<file path="src/rtl/sram_bus_arbiter_pkg.sv">
// Shared encodings and phase-timer helpers for the SRAM bus arbiter.
package sram_bus_arbiter_pkg;

    typedef enum logic [1:0] {
        ST_IDLE   = 2'd0,
        ST_SETUP  = 2'd1,
        ST_STROBE = 2'd2,
        ST_HOLD   = 2'd3
    } arbState_e;

    typedef enum logic {
        OWN_CPU = 1'b0,
        OWN_ICD = 1'b1
    } arbOwner_e;

    localparam int PHASE_W = 3;

    // The timer counts down to zero, so a phase lasting N cycles loads N-1.
    function automatic logic [PHASE_W-1:0] phaseLoad(input int cycles);
        return PHASE_W'(cycles - 1);
    endfunction

endpackage

</file>
<file path="src/rtl/sram_bus_arbiter_timer.sv">
// Loadable down-counter that times one bus phase; done is high in the phase's last cycle.
module arb_phase_timer
    import sram_bus_arbiter_pkg::*;
(
    input  logic               clk_i,
    input  logic               rst_n_i,
    input  logic               load_i,
    input  logic [PHASE_W-1:0] loadVal_i,
    output logic               done_o
);

    logic [PHASE_W-1:0] count_q;

    always_ff @(posedge clk_i or negedge rst_n_i) begin
        if (!rst_n_i) begin
            count_q <= '0;
        end else if (load_i) begin
            count_q <= loadVal_i;
        end else if (count_q != '0) begin
            count_q <= count_q - 1'b1;
        end
    end

    assign done_o = (count_q == '0);

endmodule

</file>
<file path="src/rtl/sram_bus_arbiter.sv">
// Shares the external SRAM bus between the CPU (fixed priority) and the ICD/debug DMA path,
// sequencing each access as SETUP -> STROBE -> HOLD with registered pin outputs.
module sram_bus_arbiter
    import sram_bus_arbiter_pkg::*;
#(
    parameter int ADDR_W     = 21,
    parameter int SETUP_CYC  = 1,
    parameter int STROBE_CYC = 2,
    parameter int HOLD_CYC   = 1
) (
    input  logic              clk6x,
    input  logic              resetn,
    input  logic              cpu_req,
    input  logic              cpu_wr,
    input  logic [ADDR_W-1:0] cpu_addr,
    input  logic [7:0]        cpu_wdata,
    output logic [7:0]        cpu_rdata,
    output logic              cpu_ack,
    input  logic              cpu_slot_soon,
    input  logic              icd_req,
    input  logic              icd_wr,
    input  logic [ADDR_W-1:0] icd_addr,
    input  logic [7:0]        icd_wdata,
    output logic [7:0]        icd_rdata,
    output logic              icd_ack,
    output logic [ADDR_W-1:0] mem_addr,
    output logic [7:0]        mem_wdata,
    output logic              mem_wdata_oe,
    input  logic [7:0]        mem_rdata,
    output logic              m1cs_n,
    output logic              mrd_n,
    output logic              mwr_n
);

    arbState_e          state_q;
    arbOwner_e          owner_q;
    logic               wr_q;
    logic [ADDR_W-1:0]  memAddr_q;
    logic [7:0]         memWdata_q;
    logic [7:0]         cpuRdata_q;
    logic [7:0]         icdRdata_q;
    logic               m1csN_q;
    logic               mrdN_q;
    logic               mwrN_q;
    logic               wdataOe_q;
    logic               cpuAck_q;
    logic               icdAck_q;

    logic               grantCpu_d;
    logic               grantIcd_d;
    logic               reqWr_d;
    logic [ADDR_W-1:0]  reqAddr_d;
    logic [7:0]         reqWdata_d;
    logic               timerLoad_d;
    logic [PHASE_W-1:0] timerLoadVal_d;
    logic               phaseDone;

    // The ICD only gets a slot when the CPU is idle and its next slot is not imminent.
    always_comb begin
        grantCpu_d     = 1'b0;
        grantIcd_d     = 1'b0;
        timerLoad_d    = 1'b0;
        timerLoadVal_d = '0;
        case (state_q)
            ST_IDLE: begin
                grantCpu_d     = cpu_req;
                grantIcd_d     = !cpu_req && icd_req && !cpu_slot_soon;
                timerLoad_d    = grantCpu_d || grantIcd_d;
                timerLoadVal_d = phaseLoad(SETUP_CYC);
            end
            ST_SETUP: begin
                timerLoad_d    = phaseDone;
                timerLoadVal_d = phaseLoad(STROBE_CYC);
            end
            ST_STROBE: begin
                timerLoad_d    = phaseDone;
                timerLoadVal_d = phaseLoad(HOLD_CYC);
            end
            default: begin
                timerLoad_d    = 1'b0;
            end
        endcase
        reqWr_d    = grantCpu_d ? cpu_wr    : icd_wr;
        reqAddr_d  = grantCpu_d ? cpu_addr  : icd_addr;
        reqWdata_d = grantCpu_d ? cpu_wdata : icd_wdata;
    end

    arb_phase_timer uPhaseTimer (
        .clk_i     (clk6x),
        .rst_n_i   (resetn),
        .load_i    (timerLoad_d),
        .loadVal_i (timerLoadVal_d),
        .done_o    (phaseDone)
    );

    always_ff @(posedge clk6x or negedge resetn) begin
        if (!resetn) begin
            state_q    <= ST_IDLE;
            owner_q    <= OWN_CPU;
            wr_q       <= 1'b0;
            memAddr_q  <= '0;
            memWdata_q <= '0;
            cpuRdata_q <= '0;
            icdRdata_q <= '0;
            m1csN_q    <= 1'b1;
            mrdN_q     <= 1'b1;
            mwrN_q     <= 1'b1;
            wdataOe_q  <= 1'b0;
            cpuAck_q   <= 1'b0;
            icdAck_q   <= 1'b0;
        end else begin
            cpuAck_q <= 1'b0;
            icdAck_q <= 1'b0;
            case (state_q)
                ST_IDLE: begin
                    if (grantCpu_d || grantIcd_d) begin
                        state_q    <= ST_SETUP;
                        owner_q    <= grantCpu_d ? OWN_CPU : OWN_ICD;
                        wr_q       <= reqWr_d;
                        memAddr_q  <= reqAddr_d;
                        memWdata_q <= reqWdata_d;
                        m1csN_q    <= 1'b0;
                        wdataOe_q  <= reqWr_d;
                    end
                end
                ST_SETUP: begin
                    if (phaseDone) begin
                        state_q <= ST_STROBE;
                        mrdN_q  <= wr_q;
                        mwrN_q  <= !wr_q;
                    end
                end
                ST_STROBE: begin
                    // Read data is sampled on the edge that closes the strobe window.
                    if (phaseDone) begin
                        state_q <= ST_HOLD;
                        mrdN_q  <= 1'b1;
                        mwrN_q  <= 1'b1;
                        if (owner_q == OWN_CPU) begin
                            cpuAck_q <= 1'b1;
                            if (!wr_q) begin
                                cpuRdata_q <= mem_rdata;
                            end
                        end else begin
                            icdAck_q <= 1'b1;
                            if (!wr_q) begin
                                icdRdata_q <= mem_rdata;
                            end
                        end
                    end
                end
                ST_HOLD: begin
                    if (phaseDone) begin
                        state_q   <= ST_IDLE;
                        m1csN_q   <= 1'b1;
                        wdataOe_q <= 1'b0;
                    end
                end
                default: begin
                    state_q <= ST_IDLE;
                end
            endcase
        end
    end

    assign cpu_rdata    = cpuRdata_q;
    assign cpu_ack      = cpuAck_q;
    assign icd_rdata    = icdRdata_q;
    assign icd_ack      = icdAck_q;
    assign mem_addr     = memAddr_q;
    assign mem_wdata    = memWdata_q;
    assign mem_wdata_oe = wdataOe_q;
    assign m1cs_n       = m1csN_q;
    assign mrd_n        = mrdN_q;
    assign mwr_n        = mwrN_q;

endmodule

</file>
<file path="config.mk">
export PLATFORM = sky130hd
export DESIGN_NAME = sram_bus_arbiter
export DESIGN_NICKNAME = d
export VERILOG_FILES = /design/src/rtl/sram_bus_arbiter_pkg.sv /design/src/rtl/sram_bus_arbiter_timer.sv /design/src/rtl/sram_bus_arbiter.sv
export SDC_FILE = /design/constraint.sdc
export NUM_CORES = 1
export LEC_CHECK = 0
export BUFFER_PORTS_ARGS = -buffer_cell sky130_fd_sc_hd__buf_2
export CORE_MARGIN = 2
export CORE_UTILIZATION = 50
export DETAILED_ROUTE_END_ITERATION = 7
export GPL_ROUTABILITY_DRIVEN = 0
export PLACE_DENSITY = 0.85
export SETUP_SLACK_MARGIN = 0.4
export SLEW_MARGIN = 20
export SYNTH_ARGS = -nofsm -noshare
export SYNTH_HDL_FRONTEND = slang
export SYNTH_SLANG_ARGS = --single-unit
</file>
<file path="constraint.sdc">
create_clock -name clk6x -period 4 [get_ports clk6x]
set_input_delay 0.4 -clock clk6x [delete_from_list [all_inputs] [get_ports clk6x]]
set_output_delay 0.4 -clock clk6x [all_outputs]
set_load 0.01 [all_outputs]
</file>
==> impl_metrics.toml <==
[cells_and_area]
multi_input_area_sq_um = 1152
syn2layout_area_growth_pct = 30.80
final_cell_mix = "buf_2 (123), dfrtp_1 (55), nand2_1 (34), mux2i_1 (33), o21ai_0 (31)"
fillers = 399
drive_above_1_share = 0.4469
diodes = 0
final_common_cell = "buf_2"
layout.area.seq_sq_um = 1455
nets = 444

[drt]
wirelength_microns = 5907
drcViolationCount = 0
first_iter_violations = 110
first_pass_iters = 4
vias = 2163
drtAntennaViolNets = 0
post_drt_wl_per_cell_microns = 13.52
routed_via_density = 4.950

[synth]
avgSynthCellArea_sq_um = 11.33
synth_seq_area_share = 0.5394
synth-main-ff-cell = "dfrtp_1"
netlist_area_sq_um = 2698
ys_warn_count = 0
async_reset_ff_frac = 1.000
synth_cell_types = 31
synthCells = 238
ys_ff_latch = 58
syn_nets = 319
synth_edf_count = 0

[floorplan]
fp.coreArea_sq_um = 5172
dieWidth_microns = 77.45
chipHeight_microns = 77.45
io_pins = 124
rows = 26
start_util = 0.5215
die-area_sq_um = 5999

[pwr]
ir_drop_v = 0.0003899
sequentialPowerShare = 0.394
p_clk_frac = 0.167
power_frac_comb = 0.439
p_int_w = 0.001615
p_per_area_nw_per_um2 = 738.6
switching_power_w = 0.0009908
p_leak_nw = 2.027
switching_share = 0.3802

[global_routing]
antenna_found_initial = 0
grt_pass1_wl_microns = 9701
grt_max_degree = 51
grt_pass1_vias = 2100
grt.total_usage = 0.2072
grt_overflow = 0

[timing]
setup_ws_ns = 1.719
fin_hold_ws_ns = 0.3194
finalSetupViolCount = 0
final_hold_viol_count = 0
final-max-slew-violation-count = 0
min_period_ns = 2.281
worst_slew_pin_slew_ns = 0.8811
fmax_mhz = 438.4
clock_skew_ns = 0.005538
max_slew_margin = 0.4105
setup-tns-final_ns = 0
rsz0062_at_grt = "false"
layout_worst_path_cycle_share = 0.5703

[cts]
clk_latency_ns = 0.33
cts.sinks = 58
postCtsSetupBuffers = 0
cts_tree = "done"
clk_pin_slew_ns = 0.07
cts_inserted_buffers = 9
cts_root_buffer = "clkbuf_8"
htreeDepth = 3
clock_path_buffers = 2

[worst_setup_path]
cp_max_fo = 16
critPathRequiredTime_ns = 4.21
critical_path_arrival_ns = 2.50
cp-start-kind = "flop"
cp-end-kind = "flop"
criticalPathCategory = "flop to flop"

[place]
hpwl_microns = 4513
dp_worst_setup_slack_ns = 1.738
port_buffers = 123

[worst_hold_path]
hold_class = "primary input to flop"

[status]
status = "completed"

[job]
cap_violations = 0
power by group through the flow:
stage	clock network [W]	registers, W	logic [W]
floorplan	0	0.00112	0.000636
global placement	0	0.00102	0.00111
detailed placement	0	0.00103	0.00116
CTS	0.000446	0.00103	0.00116
global route	0.000479	0.00107	0.00128
finish	0.000436	0.00103	0.00114
worst max-delay path: stages (launching register included):
cell and delay [ns]:
dfrtp_1 0.38, inv_1 0.08, ha_1 0.15, ha_1 0.49
nand2_2 0.16, or3_1 0.55, mux2_4 0.37
worst paths after layout:
| path | start | endpoint | slack [ns] | depth (start not counted) |
|---|---|---|---|---|
| setup / recovery | uPhaseTimer.count_q[0] | icd_rdata[1] | 1.72 | 6 |
| hold / removal | mem_rdata[4] | icd_rdata[4] | 0.32 | 2 |
| setup reg to reg | uPhaseTimer.count_q[0] | icd_rdata[1] | 1.72 | 6 |
| hold reg to reg | mem_addr[12] | mem_addr[12] | 0.48 | 2 |
| max in group asynchronous | resetn | state_q[1] | 2.68 | 3 |
| min in group asynchronous | resetn | mem_wdata_oe | 0.46 | 2 |
Yosys cell counts (2+ instances only):
master    instances  area [sq um]
a21oi_1           7         35.03
a31oi_1           2         12.51
buf_2             2         10.01
buf_4             2         15.01
clkbuf_1          8         30.03
dfrtp_1          55          1376
dfstp_2           3         78.83
ha_1              8         100.1
inv_1             7         26.28
mux2_2            8         90.09
mux2_4            8         120.1
mux2i_1          33         330.3
nand2_1          35         131.4
nand3_1           2         10.01
nor2_1            8         30.03
o211ai_1          2         15.01
o21ai_0          31         155.2
o22a_1            3         26.28
or3_1             2         12.51
per-layer routing:
layer / part of all wire / vias up / global-route usage
met3: 0.063 / 8 / 0.04302
li1: - / 1075 / -
met1: 0.44 / 987 / 0.2627
met5: 0 / - / 0
met4: 0.016 / 0 / 0.09821
met2: 0.48 / 93 / 0.3400
kinds of logic (layout without fill, tap and decap cells):
family                     Yosys count  after routing  synth area share
adders and majority gates            8              8           0.03711
AOI/OAI and AO/OA                   49             49            0.1020
and+or+nand+nor                     54             54           0.08674
muxes                               49             49            0.2004
DFF                                 58             58            0.5394
buffers and inverters               20            149           0.03432
what timing repair did:
action                     in CTS  in global routing
setup endpoints to repair       0                  0
hold endpoints to repair        7                  0
hold buffers                    1                  0
resized for setup               0                  0
through the flow:
| step | util | instances | instance area [sq um] | total power, W |
|---|---|---|---|---|
| 2_1_floorplan | - | 238 | 2698 | 0.001760 |
| 3_3_place_gp | 0.6495 | 421 | 3359 | 0.002127 |
| 3_5_place_dp | 0.6495 | 421 | 3359 | 0.002190 |
| 4_1_cts | 0.6821 | 437 | 3528 | 0.002633 |
| 5_1_grt | 0.6821 | 437 | 3528 | 0.002821 |
| 6_report | 0.6821 | 437 | 3528 | 0.002606 |
registers in the layout (all words and copies together) (netlist names):
signal               flops
mrd_n                    1
icd_ack                  1
owner_q                  1
wr_q                     1
icd_rdata                8
cpu_rdata                8
mem_wdata                8
cpu_ack                  1
m1cs_n                   1
uPhaseTimer.count_q      3
mem_addr                21
mem_wdata_oe             1
state_q                  2
mwr_n                    1
final cells by class:
type,instances,share of cell area
Tap cell,70,0.02482
Clock inverter,6,0.009929
Sequential cell,58,0.4124
Clock buffer,9,0.03511
Inverter,7,0.007447
Multi-Input combinational cell,160,0.3266
Timing Repair Buffer,127,0.1837
Note: power is estimated with default switching activity, not from simulation.
